===== config.mk =====
export PLATFORM = sky130hd
export DESIGN_NAME = matrix_stream_serializer_flat
export DESIGN_NICKNAME = d
export VERILOG_FILES = /design/src/rtl/matrix_stream_serializer_if.sv /design/src/rtl/matrix_stream_serializer.sv /design/src/flat_wrapper.sv
export SDC_FILE = /design/constraint.sdc
export NUM_CORES = 1
export LEC_CHECK = 0
export CORE_MARGIN = 10
export CORE_UTILIZATION = 40
export DETAILED_ROUTE_END_ITERATION = 10
export PLACE_DENSITY = 0.67
export SYNTH_ARGS = -nofsm -noshare
export SYNTH_HDL_FRONTEND = slang
export SYNTH_SLANG_ARGS = --single-unit

===== constraint.sdc =====
create_clock -name clk -period 2.3 [get_ports clk]
set_input_delay 0.46 -clock clk [delete_from_list [all_inputs] [get_ports clk]]
set_output_delay 0.46 -clock clk [all_outputs]
set_load 0.03 [all_outputs]

===== src/rtl/matrix_stream_serializer_if.sv =====
// matrix_stream_serializer_if: matrix-in / beat-out handshake bundle (out_row_last only with MATRIX_SERIALIZER_ROW_LAST_EN)
interface matrix_stream_serializer_if #(
  parameter int WIDTH = 8,
  parameter int HEIGHT = 4,
  parameter int P = 8,
  parameter int ELEMS_PER_BEAT = 4
);
  logic [WIDTH*HEIGHT*P-1:0] in_data;
  logic in_valid;
  logic in_ready;
  logic [ELEMS_PER_BEAT*P-1:0] out_data;
  logic out_valid;
  logic out_ready;
  logic out_last;
  logic busy;
`ifdef MATRIX_SERIALIZER_ROW_LAST_EN
  logic out_row_last;
  modport master (output in_data, in_valid, out_ready, input in_ready, out_data, out_valid, out_last, busy, out_row_last);
  modport slave (input in_data, in_valid, out_ready, output in_ready, out_data, out_valid, out_last, busy, out_row_last);
`else
  modport master (output in_data, in_valid, out_ready, input in_ready, out_data, out_valid, out_last, busy);
  modport slave (input in_data, in_valid, out_ready, output in_ready, out_data, out_valid, out_last, busy);
`endif
endinterface


===== src/rtl/matrix_stream_serializer.sv =====
// matrix_stream_serializer: streams a flattened matrix out as ELEMS_PER_BEAT-element beats, row-major from the MSBs
// Optional MATRIX_SERIALIZER_ROW_LAST_EN adds out_row_last on the last beat of each matrix row.
module matrix_stream_serializer #(
  parameter int WIDTH = 8,
  parameter int HEIGHT = 4,
  parameter int P = 8,
  parameter int ELEMS_PER_BEAT = 4
) (
  input logic clk,
  input logic rst_n,
  matrix_stream_serializer_if.slave bus
);
  localparam int MW = WIDTH*HEIGHT*P;
  localparam int BEAT_W = ELEMS_PER_BEAT*P;
  localparam int NBEATS = WIDTH*HEIGHT/ELEMS_PER_BEAT;
  localparam int CW = NBEATS > 1 ? $clog2(NBEATS) : 1;
  localparam int BPR = WIDTH/ELEMS_PER_BEAT;
  if (WIDTH % ELEMS_PER_BEAT != 0) begin : g_bad
    $error("ELEMS_PER_BEAT must divide WIDTH");
  end
  typedef enum logic {IDLE, STREAM} state_t;
  state_t state, state_n;
  logic [MW-1:0] sr;
  logic [CW-1:0] cnt;
  logic last, load, adv;
  assign last = (state == STREAM) && (cnt == CW'(NBEATS-1));
  assign bus.in_ready = (state == IDLE) || (last && bus.out_ready);
  assign bus.out_valid = (state == STREAM);
  assign bus.out_last = last;
  assign bus.busy = (state == STREAM);
  assign bus.out_data = sr[MW-1 -: BEAT_W];
  assign load = bus.in_valid && bus.in_ready;
  assign adv = bus.out_valid && bus.out_ready && !last;
`ifdef MATRIX_SERIALIZER_ROW_LAST_EN
  assign bus.out_row_last = (state == STREAM) && ((32'(cnt) + 1) % BPR == 0);
`endif
  always_comb begin
    state_n = state;
    state_n = (state == IDLE) ? (bus.in_valid ? STREAM : IDLE)
                              : ((last && bus.out_ready && !bus.in_valid) ? IDLE : STREAM);
  end
  always_ff @(posedge clk or negedge rst_n) begin
    if (!rst_n) begin
      state <= IDLE;
      sr <= '0;
      cnt <= '0;
    end else begin
      state <= state_n;
      if (load) begin
        sr <= bus.in_data;
        cnt <= '0;
      end else if (adv) begin
        sr <= sr << BEAT_W;
        cnt <= cnt + CW'(1);
      end
    end
  end
endmodule


===== src/flat_wrapper.sv =====
// flat-port wrapper written by rule: the top's interface ports become plain ports
module matrix_stream_serializer_flat 
#(
  parameter int WIDTH = 8,
  parameter int HEIGHT = 4,
  parameter int P = 8,
  parameter int ELEMS_PER_BEAT = 4
)
  (clk, rst_n, bus_in_data, bus_in_valid, bus_out_ready, bus_in_ready, bus_out_data, bus_out_valid, bus_out_last, bus_busy);
  matrix_stream_serializer_if #(.WIDTH(WIDTH), .HEIGHT(HEIGHT), .P(P), .ELEMS_PER_BEAT(ELEMS_PER_BEAT)) bus_i ();
  input logic clk;
  input logic rst_n;
  input wire logic [$bits(bus_i.in_data)-1:0] bus_in_data;
  input wire logic [$bits(bus_i.in_valid)-1:0] bus_in_valid;
  input wire logic [$bits(bus_i.out_ready)-1:0] bus_out_ready;
  output wire logic [$bits(bus_i.in_ready)-1:0] bus_in_ready;
  output wire logic [$bits(bus_i.out_data)-1:0] bus_out_data;
  output wire logic [$bits(bus_i.out_valid)-1:0] bus_out_valid;
  output wire logic [$bits(bus_i.out_last)-1:0] bus_out_last;
  output wire logic [$bits(bus_i.busy)-1:0] bus_busy;
  assign bus_i.in_data = bus_in_data;
  assign bus_i.in_valid = bus_in_valid;
  assign bus_i.out_ready = bus_out_ready;
  assign bus_in_ready = bus_i.in_ready;
  assign bus_out_data = bus_i.out_data;
  assign bus_out_valid = bus_i.out_valid;
  assign bus_out_last = bus_i.out_last;
  assign bus_busy = bus_i.busy;
  matrix_stream_serializer #(.WIDTH(WIDTH), .HEIGHT(HEIGHT), .P(P), .ELEMS_PER_BEAT(ELEMS_PER_BEAT)) u_core (.clk(clk), .rst_n(rst_n), .bus(bus_i));
endmodule

==> flow_summary.ini, run 1 <==
[pwr]
clockPowerShare_pct = 26.3
internal_power_mw = 12.7
sw_frac_of_total_pct = 28.6
seq_power_share_pct = 41.3
vdd_drop_max_mv = 0.506
power_per_cell_area_nw_per_um2 = 1110
cellLeakagePower_nw = 6.17
p_total_mw = 17.7
combPwrFrac_pct = 32.4
power.net_switching_mw = 5.06

[routing]
wl_per_cell_microns = 20.2
routed_wl_microns = 32200
ant_nets = 0
met3WireLength_microns = 2680
drtPass1Iterations = 5
viasPerCell = 5.19
top_layer = met5
drc = 0
wl_met1_microns = 14700
wl_met2_microns = 14200
drt_iter0_drc = 522
via_count = 8284

[sta]
tightest_slew_ns = 0.431
finalSetupViolations = 0
fin_skew_ns = 0.00752
fmax_mhz = 446
period_minus_slack_ns = 2.24
grt_setup_unrepaired = no
relSlewSlack_pct = 71.3
drv_slew = 0
finalCritPeriodShare_pct = 97.5
layout_setup_ws_ns = 0.0585
fin_setup_tns_ns = 0
finalHoldViolCount = 0

[grt]
grt_max_degree = 88
grt_pass1_wl_microns = 50200
antenna_found_initial = 7
grt_pass1_vias = 8681
overflow = 0
track_usage_pct = 17.2

[clock_tree]
cts_tree = built
cts.sinks = 260
postCtsSetupBuffers = 0
cts_inserted_buffers = 28
clock_latency_ns = 0.53
cts_max_level = 1
cts-root-buf = clkbuf_16
cts.path.max_buffers = 3
path_clk_slew_ns = 0.06

[yosys]
ys_types = 25
synth.top_cell.area_share_pct = 55.7
ys_warn_count = 0
synth_top_area_cell = dfrtp_1
syn_nets = 1207
yosys-top-cells-area = dfrtp_1 56%, o221a_2 21%, nand2b_1 12%, buf_2 2.7%, buf_4 2.1%
synthCells = 945
synth_seq_cells = 260
syn_avg_cell_area_sq_um = 12.4
yosysSeqAreaShare_pct = 55.7
syn_area_sq_um = 11700

[floorplanning]
initial_core_util_pct = 40.6
chipWidth_microns = 191
rows = 62
die_h_microns = 191
pin_count = 296
core_sq_um = 28800
die-area_sq_um = 36400

[setup_path]
cp_data_arrival_time_ns = 1.78
required_ns = 1.84
r2r-end = u_core.sr[90]
cp-end-kind = output port
r2r_start = u_core.cnt[0]
cpPeakStageDelay_ns = 0.74
crit_buf_inv = 1
path_delay_family = buffers and inverters
startpoint_type = flop
crit_fanout = 8
slowest_stage = clkdlybuf4s50_1
path_cells = clkdlybuf4s50_1
rrSetupSlack_ns = 0.28
r2r_cells = 7
path_class = flop to output port

[job]
maxCapViolations = 0

[status]
status = finished, final reports clean

[cells_and_area]
fin_area_sq_um = 16000
drive_above_1_share_pct = 25.4
final_nets = 1447
layout_common_cells = 292 x clkdlybuf4s50_1, 260 x dfrtp_1, 225 x nand2b_1
area_delta_synth_final_pct = 36.9
final_common_cell = clkdlybuf4s50_1

[placement]
dpl_cell_area_sq_um = 15000
routabilityCongestion = 0.787
hpwl_microns = 23900
pre_cts_slack_ns = 0.188
portBuffers = 295

[worst_hold_path]
holdCritPathClass = primary input to asynchronous set/reset pin
## through the flow
step,hold slack [ns],util [%],instances
2_1_floorplan,0.164,-,945
3_3_place_gp,0.415,52.1,1538
3_5_place_dp,0.410,52.1,1538
4_1_cts,0.438,55.5,1591
5_1_grt,0.463,55.6,1592
6_report,0.433,55.6,1595
## Yosys cell counts (all sizes together)
library cell and number:
a21bo 1, a21oi 2, a2bb2oi 1, and2 2, and3b 1, buf 102
clkbuf 19, dfrtp 260, ha 2, inv 1, nand2 37, nand2b 225
nand3 32, nand3b 1, nor2 1, nor2b 1, o21ai 32, o221a 224
xnor2 1
## registers in the layout (all words and copies together) (netlist names)
| register | count |
|---|---|
| u_core.bus.busy | 1 |
| u_core.sr | 256 |
| u_core.cnt | 3 |
## cell type report
cell class | count | area [sq um]
antenna | 4 | 10.0
clock buffer | 44 | 852
clock inverter | 8 | 120
fill | 2446 | 12800
inverter | 1 | 3.75
multi-input combinational | 563 | 4540
sequential | 260 | 6510
tap | 384 | 480
timing repair buffer | 331 | 3490
## power groups by stage
stage / sequential (mW) / combinational, mW / clock (mW)
floorplan: 6.98 / 4.42 / 0
global placement: 7.35 / 5.67 / 0
detailed placement: 7.39 / 5.82 / 0
CTS: 7.31 / 5.84 / 4.78
global route: 7.52 / 6.25 / 4.98
finish: 7.31 / 5.75 / 4.66
## kinds of logic (layout without fill, tap and decap cells)
family                   after synthesis  count (layout)  share of synthesized area [%]
adder cells (fa/ha/maj)                2               2                          0.214
AO/OA/AOI/OAI                        260             260                           23.3
XOR/XNOR                               1               1                         0.0750
AND/OR/NAND/NOR                      300             300                           15.0
other                                  0               4                              0
buffers and inverters                122             384                           5.73
flip-flops                           260             260                           55.7
## worst max-delay path by stage
stage	start	end	cells past startpoint	slack (ns)
3_5_place_dp	bus_out_ready	u_core.sr[90]	6	0.19
2_1_floorplan	u_core.cnt[0]	bus_in_ready	5	0.44
3_3_place_gp	bus_out_ready	u_core.sr[93]	6	0.22
5_1_grt	u_core.cnt[0]	bus_in_ready	4	0.009
4_1_cts	u_core.cnt[0]	bus_in_ready	4	0.03
6_report	u_core.bus.busy	bus_out_valid	1	0.06
## per-layer routing
layer	vias up	GRT usage [%]
li1	4042	-
met1	3940	23.9
met2	247	25.7
met3	47	5.14
met4	8	4.12
met5	-	0
## timing repair
action	4_1_cts	5_1_grt
hold buffers	1	0
gates resized for setup	7	0
setup endpoints to repair	2	0
hold endpoints to repair	50	0
Power figures use the tool's default switching activity.
==> inputs of run 2 (changes only) <==
- SKIP_LAST_GASP: default -> 1
- clock period: 2.3 -> 2.4 ns (I/O delays scaled with it)
==> run 2 against run 1 <==
Clock skew is 0.0071 ns higher. Critical endpoint is now bus_out_last. Utilization is essentially flat. Highest routed layer unchanged. Clock power down 4.5%.
==> flow_summary.ini, run 2 (same netlist as run 1, synthesis figures left out) <==
[sta]
finalSetupViolations = 0
holdWs_ns = 0.426
grt_setup_unrepaired = no
fmax_mhz = 429
fin_setup_tns_ns = 0
drv_slew = 0
period_minus_slack_ns = 2.33
finalCritPeriodShare_pct = 97.1
fin_skew_ns = 0.0146
relSlewSlack_pct = 74.4
finalHoldViolCount = 0
tightest_slew_ns = 0.383

[grt]
track_usage_pct = 17.1
grt_max_degree = 59
grt_pass1_vias = 8730
antenna_found_initial = 8
overflow = 0
grt_pass1_wl_microns = 50100

[setup_path]
r2r-end = u_core.sr[194]
rrSetupSlack_ns = 0.34
critPathMostFrequentCell = ha_1
r2r_start = u_core.cnt[0]
cp_data_arrival_time_ns = 1.85
path_cells = ha_1 -> ha_1 -> and2_1 -> clkdlybuf4s15_2
startpoint_type = flop
path_class = flop to output port
r2r_cells = 7
cp-end-kind = output port
slowest_stage = dfrtp_1
required_ns = 1.92
crit_fanout = 5
cpPeakStageDelay_ns = 0.39

[status]
status = finished, final reports clean

[clock_tree]
cts.path.max_buffers = 3
cts_tree = built
cts-root-buf = clkbuf_16
path_clk_slew_ns = 0.06
cts_max_level = 1
cts.sinks = 260
postCtsSetupBuffers = 0
cts_inserted_buffers = 29
clock_latency_ns = 0.54

[cells_and_area]
largest_reg_flops = 256
area_delta_synth_final_pct = 36.9
largest_register = u_core.sr
fin_area_sq_um = 16000
final_common_cell = clkdlybuf4s50_1
final_nets = 1448
drive_above_1_share_pct = 25.4
layout_common_cells = 292 x clkdlybuf4s50_1, 260 x dfrtp_1, 225 x nand2b_1

[pwr]
vdd_drop_max_mv = 0.521
power_per_cell_area_nw_per_um2 = 1060
cellLeakagePower_nw = 6.18

[placement]
dpl_cell_area_sq_um = 15000
hpwl_microns = 24000
portBuffers = 295
routabilityCongestion = 0.780

[routing]
drc = 0
routed_wl_microns = 32400
drtPass1Iterations = 4
ant_nets = 0
viasPerCell = 5.20
via_count = 8291
drt_iter0_drc = 611
wl_per_cell_microns = 20.3

[floorplanning]
pin_count = 296
die-area_sq_um = 36400
chipWidth_microns = 191
initial_core_util_pct = 40.6
rows = 62
die_h_microns = 191
core_sq_um = 28800

[job]
maxCapViolations = 0

[worst_hold_path]
holdCritPathClass = primary input to asynchronous set/reset pin
## run 2: worst max-delay path: cells and delay by family, from the launching register on
| family | cells | cell delay [ns] |
|---|---|---|
| buffers and inverters | 1 | 0.28 |
| adder cells (fa/ha/maj) | 2 | 0.45 |
| AND/OR/NAND/NOR | 1 | 0.18 |
| flip-flops | 1 | 0.39 |
## run 2: layout make-up
class	instances	area, sq um
fill	2437	12800
clock buffer	43	838
multi-input combinational	563	4530
inverter	1	3.75
clock inverter	9	128
antenna	2	5.00
tap	384	480
timing repair buffer	331	3490
sequential	260	6510
## run 2: metrics by stage
stage	total power, mW	setup WS [ns]	cells	utilization (%)
finish	17.0	0.0705	1593	55.6
global route	17.9	0.0121	1592	55.5
CTS	17.1	0.0300	1591	55.5
detailed placement	12.6	0.218	1538	52.1
global placement	12.5	0.254	1538	52.1
floorplan	10.9	0.522	945	-
## run 2: how the worst max path moves through the flow
| stage | startpoint | end | slack [ns] |
|---|---|---|---|
| 6_report | u_core.cnt[0] | bus_out_last | 0.07 |
| 4_1_cts | u_core.cnt[0] | bus_in_ready | 0.03 |
| 3_3_place_gp | bus_in_valid | u_core.sr[2] | 0.25 |
| 2_1_floorplan | u_core.cnt[0] | bus_in_ready | 0.52 |
| 3_5_place_dp | bus_in_valid | u_core.sr[2] | 0.22 |
| 5_1_grt | u_core.cnt[0] | bus_out_last | 0.01 |
## run 2: power by group
part	internal, mW	switching (mW)	total (mW)
Combinational	3.29	2.22	5.51
Clock	2.72	1.73	4.45
Sequential	6.08	0.917	7.00
Total	12.1	4.86	17.0
## run 2: timing repair
item	CTS	global route
pin swaps	0	0
hold buffers	1	0
hold endpoints to repair	41	0
setup endpoints to repair	1	1
gates resized for setup	3	1
## run 2: layer usage
metal  routed length [microns]  GRT usage, %  up-vias
met3                      2910          5.61       51
li1                          -             -     4031
met5                        60             0        -
met4                       541          3.73       10
met2                     14200          25.7      254
met1                     14700          23.4     3945
==> inputs of run 3 (changes only) <==
--- a/config.mk
+++ b/config.mk
@@ -7,3 +7,2 @@
 export LEC_CHECK = 0
-export CORE_MARGIN = 10
 export CORE_UTILIZATION = 40
--- a/constraint.sdc
+++ b/constraint.sdc
@@ -3,2 +3,2 @@
 set_output_delay 0.48 -clock clk [all_outputs]
-set_load 0.03 [all_outputs]
+set_load 0.05 [all_outputs]
==> run 3 against run 2 <==
Global-route usage rose by 2.7 points. Register-to-register slack got worse by 0.06 ns. Routed wire length fell by 9.2%. Setup slack improved by 0.0072 ns. Maximum frequency rose by 0.31%. Critical path depth did not move. Worst hold slack improved by 0.061 ns. First-iteration DRC count rose by 16%. Utilization fell by 0.70 points. Flip-flop and latch count did not move. Design area fell by 1.5%. Die area fell by 18%. Critical path type unchanged.
==> flow_summary.ini, run 3 (same netlist as run 1, synthesis figures left out) <==
[sta]
fin_setup_tns_ns = 0
fin_skew_ns = 0.0108
tightest_slew_ns = 0.517
grt_setup_unrepaired = no
period_minus_slack_ns = 2.32
fmax_mhz = 431
drv_slew = 0
finalCritPeriodShare_pct = 96.8
relSlewSlack_pct = 65.4
finalSetupViolations = 0
finalHoldViolCount = 0

[cells_and_area]
final_common_cell = clkdlybuf4s50_1
largest_reg_flops = 256
largest_register = u_core.sr
drive_above_1_share_pct = 24.7
area_delta_synth_final_pct = 34.8
layout_common_cells = 290 x clkdlybuf4s50_1, 260 x dfrtp_1, 225 x nand2b_1
final_nets = 1439

[pwr]
p_total_mw = 16.9
cellLeakagePower_nw = 6.06
vdd_drop_max_mv = 0.517
power_per_cell_area_nw_per_um2 = 1070

[clock_tree]
cts.sinks = 260
path_clk_slew_ns = 0.06
clock_latency_ns = 0.55
cts_max_level = 1
cts_tree = built
postCtsSetupBuffers = 0
cts_inserted_buffers = 27
cts.path.max_buffers = 3
cts-root-buf = clkbuf_16

[grt]
grt_max_degree = 79
grt_pass1_wl_microns = 47600
grt_pass1_vias = 8362
overflow = 0
antenna_found_initial = 2
track_usage_pct = 19.8

[setup_path]
startpoint_type = flop
crit_fanout = 5
cpPeakStageDelay_ns = 0.39
path_cells = ha_1 -> ha_1 -> a21bo_4 -> buf_12
cp-end-kind = output port
critPathMostFrequentCell = ha_1
cp_data_arrival_time_ns = 1.84
path_class = flop to output port
slowest_stage = dfrtp_1
required_ns = 1.92

[worst_hold_path]
holdCritPathClass = primary input to asynchronous set/reset pin

[placement]
portBuffers = 295
routabilityCongestion = 0.793
hpwl_microns = 20600

[routing]
wl_per_cell_microns = 18.6
viasPerCell = 5.19
via_count = 8217
drt_iter0_drc = 710
drc = 0
drtPass1Iterations = 4
routed_wl_microns = 29400
ant_nets = 0

[floorplanning]
chipWidth_microns = 173
pin_count = 296
rows = 62
die-area_sq_um = 29900
initial_core_util_pct = 40.7
die_h_microns = 173
core_sq_um = 28700

[job]
maxCapViolations = 0

[status]
status = finished, final reports clean
-- run 3: area by class of cell --
class / count / area (sq um)
Fill cell: 2469 / 13000
Multi-Input combinational cell: 563 / 4530
Sequential cell: 260 / 6510
Inverter: 1 / 3.75
Timing Repair Buffer: 324 / 3360
Clock inverter: 8 / 82.6
Clock buffer: 40 / 774
Tap cell: 384 / 480
Antenna cell: 3 / 7.51
-- run 3: critical path: cells and delay by family (launching register included) --
kind / cells / cell delay (ns)
AO/OA/AOI/OAI: 1 / 0.28
adder cells (fa/ha/maj): 2 / 0.47
buffers and inverters: 1 / 0.16
flip-flops: 1 / 0.39
-- run 3: timing repair --
action | in CTS | in global routing
endpoints found under the hold margin | 55 | 0
hold buffers | 1 | 0
setup endpoints to repair | 3 | 2
gates resized for setup | 5 | 3
-- run 3: per-stage QoR --
stage	setup WS [ns]	util, %	std cells	instance area, sq um	hold WS (ns)
final	0.0777	54.9	1583	15700	0.487
after global routing	0.0243	54.8	1581	15700	0.499
after CTS	-0.00897	54.8	1580	15700	0.467
after detailed placement	0.222	51.8	1531	14900	0.453
after global placement	0.253	51.8	1531	14900	0.451
after floorplan	0.290	-	945	11700	0.184
-- run 3: worst paths after layout --
path	start	endpoint	slack [ns]	cells past startpoint
min in group clk	bus_in_data[6]	u_core.sr[6]	0.49	3
max reg2reg	u_core.cnt[0]	u_core.sr[241]	0.28	7
min	rst_n	u_core.sr[254]	0.49	2
max in group asynchronous	rst_n	u_core.sr[41]	1.20	3
min reg2reg	u_core.sr[31]	u_core.sr[31]	0.51	2
max	u_core.cnt[0]	bus_in_ready	0.08	4
-- run 3: where the power goes --
group / leakage, nW / switching (mW) / internal (mW) / total (mW)
Sequential: 2.93 / 0.915 / 6.08 / 6.99
Clock: 0.422 / 1.73 / 2.34 / 4.07
Combinational: 2.71 / 2.59 / 3.21 / 5.80
-- run 3: routing by layer --
layer | share of wire, % | vias up | wire length (microns) | GRT usage (%)
li1 | - | 4026 | - | -
met1 | 47 | 3890 | 13900 | 28.7
met2 | 43 | 258 | 12700 | 29.6
met3 | 7.0 | 43 | 2060 | 4.84
met4 | 2.4 | 0 | 713 | 5.20
met5 | 0 | - | 0 | 0
==> variant (config.mk and constraints of run 2) <==
`P` is set to 8 in 3 places; all go to 7.
--- a/src/rtl/matrix_stream_serializer_if.sv
+++ b/src/rtl/matrix_stream_serializer_if.sv
@@ -3,5 +3,5 @@
   parameter int WIDTH = 8,
   parameter int HEIGHT = 4,
-  parameter int P = 8,
+  parameter int P = 7,
   parameter int ELEMS_PER_BEAT = 4
 );
--- a/src/rtl/matrix_stream_serializer.sv
+++ b/src/rtl/matrix_stream_serializer.sv
@@ -4,5 +4,5 @@
   parameter int WIDTH = 8,
   parameter int HEIGHT = 4,
-  parameter int P = 8,
+  parameter int P = 7,
   parameter int ELEMS_PER_BEAT = 4
 ) (
--- a/src/flat_wrapper.sv
+++ b/src/flat_wrapper.sv
@@ -4,5 +4,5 @@
   parameter int WIDTH = 8,
   parameter int HEIGHT = 4,
-  parameter int P = 8,
+  parameter int P = 7,
   parameter int ELEMS_PER_BEAT = 4
 )
Interface: changed (resized bus_in_data and bus_out_data); port bits go from 296 to 260. The function was not compared with the original's and may differ.
==> variant against run 2 <==
- area after synthesis down 12%
- clock skew fell by 7.8 ps
- maximum frequency rose by 0.22%
- hold slack gained 65 ps
- setup slack improved by 5.0 ps
- sequential cell count shrank 32
- wire length is 15% lower
- die area shrank 11%
- clock power decreased by 11%
- total power decreased by 12%
- utilization is 0.20 points higher
- cell area fell by 12%
- critical endpoint unchanged
==> variant: results <==
group,metric,value,unit
layout,largest_reg_flops,224,
route,drt_iter0_markers,553,
layout,final-clk-cell-share,6.15,%
yosys,synthAdderAreaFrac,0.245,%
yosys,yosys_warnings,0,
timing,clock_skew,6.88,ps
pwr,internal_power,10.6,mW
layout,multi_input_area_share,28.4,%
pwr,powerComb,4.80,mW
layout,n_fill_cell,2120,
pwr,p_leak,5.42,nW
layout,seq_share,40.6,%
global_routing,grt_use_met1,23.6,%
cts,cts_buffer_depth,3,
global_routing,track_usage,16.4,%
yosys,synthTopCellsByArea,"dfrtp_1 56%, o221a_2 19%, nand2b_1 12%, buf_4 2.5%, o221a_1 2.4%",
route,routed-wl-met2,12.1,mm
cts,cts_buffers,26,
cts,insertion_delay,520,ps
cts,cts_root_buf,"clkbuf_16",
pwr,pwr-share-comb,32.2,%
route,via_count,7291,
global_routing,grt_pass1_vias,7706,
place,port_buffers,259,
yosys,synth_xor_area_share,0.0856,%
place,gp_congestion,0.776,
pwr,ir_drop,741,uV
layout,buffer_area_share,21.8,%
global_routing,met2_usage,24.3,%
yosys,seq_area_frac_synth,55.8,%
route,wl_met3,1.86,mm
layout,nClkBuffers,38,
yosys,yosys.cell_types.count,23,
yosys,yosys-top-cells-count,"228 x dfrtp_1, 197 x nand2b_1, 174 x o221a_2",
run_status,status,"completed",
timing,worstMarginPinSlew,478,ps
layout,drive_gt1_share,23.8,%
place,dp_hpwl,20.0,mm
route,finalWirelength,27.6,mm
yosys,syn-num-nets,1060,
layout,multi_input_cells,495,
yosys,synth-compound-area-share,23.3,%
global_routing,use_met3,4.68,%
hold_path,min_path_type,"input port to async pin",
setup_path,critPathMaxFanout,5,
global_routing,antenna_found_initial,6,
pwr,pg_clk,3.98,mW
global_routing,grt_pass1_wl,44.5,mm
route,wl_met1,13.3,mm
layout,final_nets,1274,
layout,seq_cell_count,228,
layout,nNonClkBuffers,292,
cts,ctsHoldBuffers,1,
## variant: final timing paths
path                       depth (start not counted)                          to                      start  slack, ps
max                                                4                bus_out_last  u_core.cnt[0]$_DFFE_PN0P_         80
min                                                2  u_core.sr[204]$_DFFE_PN0P_                      rst_n        490
max reg2reg                                        7  u_core.sr[197]$_DFFE_PN0P_  u_core.cnt[0]$_DFFE_PN0P_        350
min reg2reg                                        2   u_core.sr[17]$_DFFE_PN0P_  u_core.sr[17]$_DFFE_PN0P_        520
max in group asynchronous                          3   u_core.sr[21]$_DFFE_PN0P_                      rst_n       1190
min in group clk                                   2   u_core.sr[17]$_DFFE_PN0P_  u_core.sr[17]$_DFFE_PN0P_        520
## variant: per-stage QoR
step,cell area [sq um],cells,setup WS [ps]
CTS,14000,1392,4.59
floorplan,10200,830,497
detailed placement,13200,1345,240
global placement,13200,1345,285
global route,14000,1392,2.37
finish,14000,1394,75.5
